<file path="src/rtl/ave8_pkg.sv">
// Shared definitions for the ave8 moving-average block and its stream sequencer.
//   ave8_state_t : sequencer state encoding (FILL / RUN / FLUSH)
//   AVE8_WIN     : window depth (tap count of the ave8 datapath)
//   AVE8_DW      : sample/result width of the ave8 datapath
//   ENA_ALL/NONE : datapath enable patterns (shift all taps / hold)
package ave8_pkg;

    typedef enum logic [1:0] {
        ST_FILL  = 2'd0,
        ST_RUN   = 2'd1,
        ST_FLUSH = 2'd2
    } ave8_state_t;

    localparam int         AVE8_WIN = 8;
    localparam int         AVE8_DW  = 8;
    localparam logic [7:0] ENA_ALL  = 8'hFF;
    localparam logic [7:0] ENA_NONE = 8'h00;

endpackage

</file>
<file path="src/rtl/ave8_ctrl.sv">
// Stream sequencer for the ave8 8-tap moving-average datapath.
// Accepts samples on a valid/ready input, steers them into the datapath, tracks
// window fill and only reports averages once the window holds WIN real samples.
// A clear request flushes the datapath window by shifting in WIN zero samples.
//
// Ports
//   CLOCK, RESET         rising-edge clock, synchronous active-high reset
//   s_valid/s_ready/s_data  sample input stream (s_ready is combinational)
//   clr                  flush request pulse
//   m_valid/m_ready/m_data  full-window average output stream
//   busy                 high while the window is being flushed
//   fill_cnt             accepted samples since reset/flush, saturates at WIN
//   dp_in0/dp_enable     drive the ave8 sample input and shift enable
//   dp_ret               registered average returned by ave8
module ave8_ctrl
    import ave8_pkg::*;
#(
    parameter int DATA_W = AVE8_DW,
    parameter int WIN    = AVE8_WIN,
    parameter int CNT_W  = 4
) (
    input  logic              CLOCK,
    input  logic              RESET,
    input  logic              s_valid,
    output logic              s_ready,
    input  logic [DATA_W-1:0] s_data,
    input  logic              clr,
    output logic              m_valid,
    input  logic              m_ready,
    output logic [DATA_W-1:0] m_data,
    output logic              busy,
    output logic [CNT_W-1:0]  fill_cnt,
    output logic [DATA_W-1:0] dp_in0,
    output logic [DATA_W-1:0] dp_enable,
    input  logic [DATA_W-1:0] dp_ret
);

    localparam logic [CNT_W-1:0]  WIN_C  = CNT_W'(WIN);
    localparam logic [CNT_W-1:0]  LAST_C = CNT_W'(WIN - 1);
    localparam logic [DATA_W-1:0] ENA_ON  = DATA_W'(ENA_ALL);
    localparam logic [DATA_W-1:0] ENA_OFF = DATA_W'(ENA_NONE);

    ave8_state_t      state_q, state_d;
    logic [CNT_W-1:0] flush_cnt;
    logic             in_flush;
    logic             acc;

    assign in_flush = (state_q == ST_FLUSH);

    // clr wins over s_valid; a held result blocks new samples so the
    // datapath output (m_data) cannot change under an unconsumed m_valid.
    assign s_ready = ~in_flush & ~clr & (~m_valid | m_ready);
    assign acc     = s_valid & s_ready;
    assign busy    = in_flush;
    assign m_data  = dp_ret;

    // Datapath steering: flush shifts zeros every cycle, otherwise shift only
    // on an accepted sample so ave8 holds its sum in between.
    always_comb begin
        dp_enable = ENA_OFF;
        dp_in0    = '0;
        if (!RESET) begin
            if (in_flush) begin
                dp_enable = ENA_ON;
            end else begin
                dp_in0 = s_data;
                if (acc) dp_enable = ENA_ON;
            end
        end
    end

    always_comb begin
        state_d = state_q;
        case (state_q)
            ST_FILL: begin
                if (clr)                              state_d = ST_FLUSH;
                else if (acc && fill_cnt == LAST_C)   state_d = ST_RUN;
            end
            ST_RUN: begin
                if (clr) state_d = ST_FLUSH;
            end
            ST_FLUSH: begin
                // a repeated clr keeps us here with the counter restarted
                if (!clr && flush_cnt == LAST_C) state_d = ST_FILL;
            end
            default: state_d = ST_FILL;
        endcase
    end

    always_ff @(posedge CLOCK) begin
        if (RESET) begin
            state_q   <= ST_FILL;
            fill_cnt  <= '0;
            flush_cnt <= '0;
            m_valid   <= 1'b0;
        end else begin
            state_q <= state_d;
            if (clr) begin
                // pending result belongs to the discarded window
                fill_cnt  <= '0;
                flush_cnt <= '0;
                m_valid   <= 1'b0;
            end else begin
                if (in_flush)
                    flush_cnt <= (flush_cnt == LAST_C) ? '0 : flush_cnt + 1'b1;

                if (acc && fill_cnt != WIN_C)
                    fill_cnt <= fill_cnt + 1'b1;

                // fill_cnt >= WIN-1 here means this sample completes (or
                // follows completion of) a full window
                if (acc && fill_cnt >= LAST_C) m_valid <= 1'b1;
                else if (m_ready)              m_valid <= 1'b0;
            end
        end
    end

endmodule
</file>
<file path="config.mk">
export PLATFORM = sky130hd
export DESIGN_NAME = ave8_ctrl
export DESIGN_NICKNAME = d
export VERILOG_FILES = /design/src/rtl/ave8_pkg.sv /design/src/rtl/ave8_ctrl.sv
export SDC_FILE = /design/constraint.sdc
export NUM_CORES = 1
export LEC_CHECK = 0
export ABC_AREA = 1
export BUFFER_PORTS_ARGS = -buffer_cell sky130_fd_sc_hd__clkbuf_2
export CAP_MARGIN = 0
export CORE_MARGIN = 5
export CORE_UTILIZATION = 30
export DETAILED_ROUTE_END_ITERATION = 6
export GPL_ROUTABILITY_DRIVEN = 0
export REMOVE_ABC_BUFFERS = 1
export SYNTH_ARGS = -nofsm -noshare
export SYNTH_HDL_FRONTEND = slang
export SYNTH_SLANG_ARGS = --single-unit
</file>
<file path="constraint.sdc">
create_clock -name CLOCK -period 1.4 [get_ports CLOCK]
set_input_delay 0.28 -clock CLOCK [delete_from_list [all_inputs] [get_ports CLOCK]]
set_output_delay 0.28 -clock CLOCK [all_outputs]
set_load 0.005 [all_outputs]
</file>
==> results of run 1 <==
[layout by cell type, fill, tap and decap left out]
master	instances
nor2_4	1
buf_4	8
inv_2	4
clkinv_1	1
o21ai_1	1
dfxtp_2	3
nand2_2	2
nand4_1	2
o21ai_0	4
clkbuf_2	35
nand3_2	2
nand2_1	13
clkbuf_1	1
a21oi_1	6
a21oi_2	1
buf_6	2
inv_1	19
nand4_4	1
nand3_1	5
clkbuf_4	3
ha_1	3
nor3b_2	1
nor2_1	16
a21oi_4	1
dfxtp_1	8
nand3_4	1
nand2_4	1
xor2_1	3
[logic make-up (layout without fill, tap and decap cells)]
group | after synthesis | in the layout | share of synthesized area [%]
compound gates | 13 | 13 | 9.56
xor+xnor | 3 | 3 | 3.29
fa+ha+maj | 3 | 3 | 4.70
buf+inv | 39 | 73 | 25.4
flops | 11 | 11 | 27.6
simple gates | 45 | 45 | 29.5
[sequential cells by signal, indices dropped and copies added (netlist names)]
register and count:
fill_cnt 4, flush_cnt 4, state_q 2, m_valid 1
[worst max-delay path, cell delays in order (launching register included)]
cell      delay, ns
dfxtp_2        0.34
a21oi_4        0.14
nand3_2        0.09
a21oi_2        0.15
buf_6          0.13
clkbuf_2       0.12
[layer usage]
layer	part of all wire, %	global-route usage, %	vias to the layer above
li1	-	-	405
met1	37	11.1	341
met2	51	19.7	46
met3	12	6.08	0
met4	0	3.33	0
met5	0	0	-
[stage by stage]
step           TNS, ns  util [%]  instance area [um^2]
6_report        -0.849      40.9                  1030
2_1_floorplan   -0.837         -                   686
3_3_place_gp         0      36.8                   928
5_1_grt          -1.58      40.9                  1030
4_1_cts         -0.945      39.2                   988
3_5_place_dp         0      36.8                   928
[report_power, final]
part | switching, mW | internal [mW]
registers | 0.00483 | 0.319
clock network | 0.108 | 0.110
logic | 0.0970 | 0.0841
total | 0.209 | 0.513
[final cells by class]
cell class / count / area (um^2)
well taps: 30 / 37.5
repair buffers: 45 / 258
inverters: 24 / 90.1
flip-flops and latches: 11 / 224
fillers: 268 / 1490
clock buffers: 4 / 26.3
multi-input cells: 64 / 397
[how the worst max path moves through the flow]
stage	to	slack, ns
after floorplan	dp_enable[0]	-0.10
after global placement	dp_enable[6]	0.12
after detailed placement	dp_enable[6]	0.08
after CTS	dp_enable[6]	-0.12
after global routing	dp_enable[6]	-0.18
final	dp_enable[6]	-0.11
[what timing repair did]
action | in CTS | in global routing
cloned | 0 | 0
endpoints found under the setup margin | 16 | 13
pin swaps | 3 | 3
resized for setup | 3 | 9
buffers inserted | 4 | 2
endpoints found under the hold margin | 0 | 0
==> impl_metrics.env, run 1 <==
export IMPL_yosysTopAreaCell="dfxtp_1"
export IMPL_synth_area_leaders="dfxtp_1 (28%), buf_4 (14%), inv_1 (9.9%)"
export IMPL_p_per_area_mw_per_mm2=700
export IMPL_irDropWorstVdd_mv=0.582
export IMPL_drc=0
export IMPL_chipWidth_um=61.6
export IMPL_violations="setup timing"
export IMPL_portBuffers=35
export IMPL_hold_viol_final=0
export IMPL_ys_types=20
export IMPL_yosysSeqAreaShare_pct=27.6
export IMPL_r2r_start="fill_cnt[0]"
export IMPL_drive_gt1_share_pct=44.6
export IMPL_synth_top_cell_area_share_pct=27.6
export IMPL_via_count=792
export IMPL_clockBufferDepth=2
export IMPL_grt_max_degree=9
export IMPL_clk_latency_ns=0.26
export IMPL_hp_class="input port to register"
export IMPL_ctsHoldBuffers=0
export IMPL_synth_edf_count=0
export IMPL_die_y_um=61.6
export IMPL_min_path_cells=2
export IMPL_grt_pass1_vias=803
export IMPL_fin_cells=178
export IMPL_period_minus_slack_ns=1.51
export IMPL_rsz0062_at_grt="true"
export IMPL_skew_ns=0.00126
export IMPL_synthTopCellsByCount="inv_1 (21), nor2_1 (16), buf_4 (15), nand2_1 (15), dfxtp_1 (11)"
export IMPL_place_ws_ns=0.0822
export IMPL_num_rows=18
export IMPL_fmax_ghz=0.663
export IMPL_setup_violations=9
export IMPL_syn_area_um2=798
export IMPL_synthArstFlopShare_pct=0
export IMPL_rr_endpoint="fill_cnt[0]"
export IMPL_grt_pass1_wl_um=3150
export IMPL_path_clk_slew_ns=0.07
export IMPL_syn_area_per_cell_um2=7.00
export IMPL_ioPinCount=52
export IMPL_setup_ws_ns=-0.108
export IMPL_min_to="state_q[1]"
export IMPL_drt_iter0_drc=21
export IMPL_syn2layout_area_growth_pct=29.3
export IMPL_wirelength_um=1950
export IMPL_status="finished, violations left"
export IMPL_ys_flop_type="dfxtp_1"
export IMPL_cts_sinks=11
export IMPL_worst_pin_slew_ns=0.305
export IMPL_arrival_ns=1.23
export IMPL_path_class="register to output port"
export IMPL_relSlewSlack_pct=79.6
export IMPL_insertedDiodeCount=0
export IMPL_gr_usage_all_layers_pct=11.1
export IMPL_layout_nets=173
export IMPL_reg2reg_depth=6
export IMPL_cts_root_buf="clkbuf_4"
export IMPL_period_share_pct=108
export IMPL_p_leak_nw=0.550
export IMPL_crit_required_ns=1.12
export IMPL_yosys_warnings=0
export IMPL_max_cap_violations=0
export IMPL_synthCells=114
export IMPL_hold_ws_ns=0.235
export IMPL_worst_setup_path_end_kind="output port"
export IMPL_ys_seq_elements=11
export IMPL_cp_start_kind="register"
export IMPL_yosys_cell_count_top_type="inv_1"
export IMPL_critical_path_peak_fanout=8
export IMPL_coreArea_mm2=0.00252
export IMPL_initial_core_util_pct=31.6
export IMPL_die_area_mm2=0.00379
export IMPL_grt_overflow=0
export IMPL_slew_viol_final=0
export IMPL_grt_antenna_before_repair=0
export IMPL_cts_tree="built"
export IMPL_drt_pass1_iter_count=4
export IMPL_viasPerCell=4.45
export IMPL_htreeDepth=1
export IMPL_r2r_slack_ns=0.22
export IMPL_startpoint="m_valid"
export IMPL_postRouteAntennaNets=0
export IMPL_placed_cells=168
export IMPL_hp_start="RESET"
export IMPL_cts_buffers=3
export IMPL_wl_per_cell_um=11.0
export IMPL_place_detailed_hpwl_um=1520
export IMPL_p_total_mw=0.723
Power figures use the tool's default switching activity.
==> run 2, diff against run 1 <==
==> constraint.sdc (replaced) <==
create_clock -name CLOCK -period 1.35 [get_ports CLOCK]
set_input_delay 0.27 -clock CLOCK [delete_from_list [all_inputs] [get_ports CLOCK]]
set_output_delay 0.27 -clock CLOCK [all_outputs]
set_load 0.005 [all_outputs]
==> impl_metrics.env, run 2 (same netlist as run 1, synthesis figures left out) <==
export IMPL_cts_tree="built"
export IMPL_cts_buffers=3
export IMPL_crit_slowest_cell="dfxtp_2"
export IMPL_chipWidth_um=61.6
export IMPL_fmax_ghz=0.669
export IMPL_crit_chain="a21oi_4, nand3_2, a21oi_2, buf_6, clkbuf_2"
export IMPL_setup_violations=9
export IMPL_path_class="register to output port"
export IMPL_postRouteAntennaNets=0
export IMPL_hp_class="input port to register"
export IMPL_die_y_um=61.6
export IMPL_htreeDepth=1
export IMPL_drt_pass1_iter_count=4
export IMPL_p_leak_nw=0.540
export IMPL_layout_nets=170
export IMPL_place_detailed_hpwl_um=1530
export IMPL_crit_required_ns=1.08
export IMPL_clockBufferDepth=2
export IMPL_grtUsageMet3_pct=4.19
export IMPL_skew_ns=0.00491
export IMPL_gr_usage_met2_pct=17.9
export IMPL_path_clk_slew_ns=0.08
export IMPL_setup_ws_ns=-0.144
export IMPL_drc=0
export IMPL_p_total_mw=0.755
export IMPL_layout_common_cells="clkbuf_2 (34), inv_1 (20), nor2_1 (15), nand2_1 (14), dfxtp_1 (8)"
export IMPL_reg_largest_list="fill_cnt: 4 flops, flush_cnt: 4 flops, state_q: 2 flops"
export IMPL_p_per_area_mw_per_mm2=744
export IMPL_initial_core_util_pct=31.6
export IMPL_fill_cells=275
export IMPL_placed_area_um2=936
export IMPL_clk_latency_ns=0.27
export IMPL_ctsHoldBuffers=0
export IMPL_fin_area_mm2=0.00101
export IMPL_grt_max_degree=9
export IMPL_max_cap_violations=0
export IMPL_drive_gt1_share_pct=43.4
export IMPL_cts_root_buf="clkbuf_4"
export IMPL_slew_viol_final=0
export IMPL_via_count=775
export IMPL_wl_per_cell_um=10.5
export IMPL_hold_viol_final=0
export IMPL_grt_pass1_vias=741
export IMPL_worst_setup_path_end_kind="output port"
export IMPL_status="finished, violations left"
export IMPL_layout_commonest_cell="clkbuf_2"
export IMPL_crit_path_max_incr_delay_ns=0.34
export IMPL_ioPinCount=52
export IMPL_coreArea_mm2=0.00252
export IMPL_wirelength_um=1830
export IMPL_arrival_ns=1.22
export IMPL_grt_antenna_before_repair=0
export IMPL_irDropWorstVdd_mv=0.456
export IMPL_grt_busiest_layer="met2"
export IMPL_syn2layout_area_growth_pct=27.1
export IMPL_grt_pass1_wl_um=2840
export IMPL_gr_usage_all_layers_pct=10.2
export IMPL_met1_usage_pct=9.92
export IMPL_rsz0062_at_grt="true"
export IMPL_insertedDiodeCount=0
export IMPL_r2r_slack_ns=0.17
export IMPL_num_rows=18
export IMPL_violations="setup timing"
export IMPL_cp_start_kind="register"
export IMPL_critical_path_peak_fanout=8
export IMPL_grt_overflow=0
export IMPL_drt_iter0_drc=7
export IMPL_relSlewSlack_pct=82.0
export IMPL_viasPerCell=4.43
export IMPL_portBuffers=35
export IMPL_die_area_mm2=0.00379
export IMPL_period_share_pct=111
export IMPL_period_minus_slack_ns=1.49
export IMPL_cts_sinks=11
export IMPL_worst_pin_slew_ns=0.267
[run 2: changes by cell type in the layout (fill, tap and decap cells not counted), sizes merged]
cell and delta:
buf -2, clkinv +1, clkbuf -2
[run 2: worst paths after layout]
path | startpoint | endpoint | cells past startpoint
min reg2reg | state_q[0] | state_q[0] | 2
max | m_valid | dp_enable[6] | 5
min | RESET | state_q[1] | 2
max reg2reg | fill_cnt[0] | fill_cnt[1] | 6
[run 2: through the flow]
step | TNS, ns | hold slack [ns] | instances | utilization (%) | setup WS (ns)
6_report | -1.15 | 0.210 | 175 | 40.2 | -0.144
3_3_place_gp | 0 | 0.477 | 169 | 37.1 | 0.0943
3_5_place_dp | 0 | 0.480 | 169 | 37.1 | 0.0594
5_1_grt | -2.18 | 0.216 | 175 | 40.2 | -0.228
2_1_floorplan | -1.16 | 0.339 | 99 | - | -0.145
4_1_cts | -1.33 | 0.183 | 175 | 39.4 | -0.168
[run 2: area by class of cell]
type,count,area (um^2),area share (%)
Timing Repair Buffer,42,231,22.8
Sequential cell,11,224,22.1
Clock inverter,1,5.00,0.493
Tap cell,30,37.5,3.70
Clock buffer,3,22.5,2.22
Inverter,24,92.6,9.12
Multi-Input combinational cell,64,402,39.6
[run 2: where the power goes]
group | internal [mW] | total [mW] | switching [mW]
Sequential | 0.331 | 0.336 | 0.00506
Clock | 0.110 | 0.235 | 0.125
Combinational | 0.0850 | 0.185 | 0.0999
[run 2: worst max-delay path, delay by kind of cell, from the launching register on]
kind	cells	cell delay [ns]
simple gates	1	0.08
buf+inv	2	0.25
flops	1	0.34
compound gates	2	0.28
[run 2: per-layer routing]
metal | part of all wire (%) | up-vias | routed length, um
met2 | 49 | 42 | 895
met5 | 0 | - | 0
li1 | - | 399 | -
met3 | 12 | 5 | 221
met1 | 37 | 329 | 680
met4 | 2.0 | 0 | 36
[run 2: timing repair]
item                       in CTS  in global routing
pin swaps                       3                  3
setup buffers                   2                  0
resized for setup               7                  6
setup endpoints to repair      17                 18
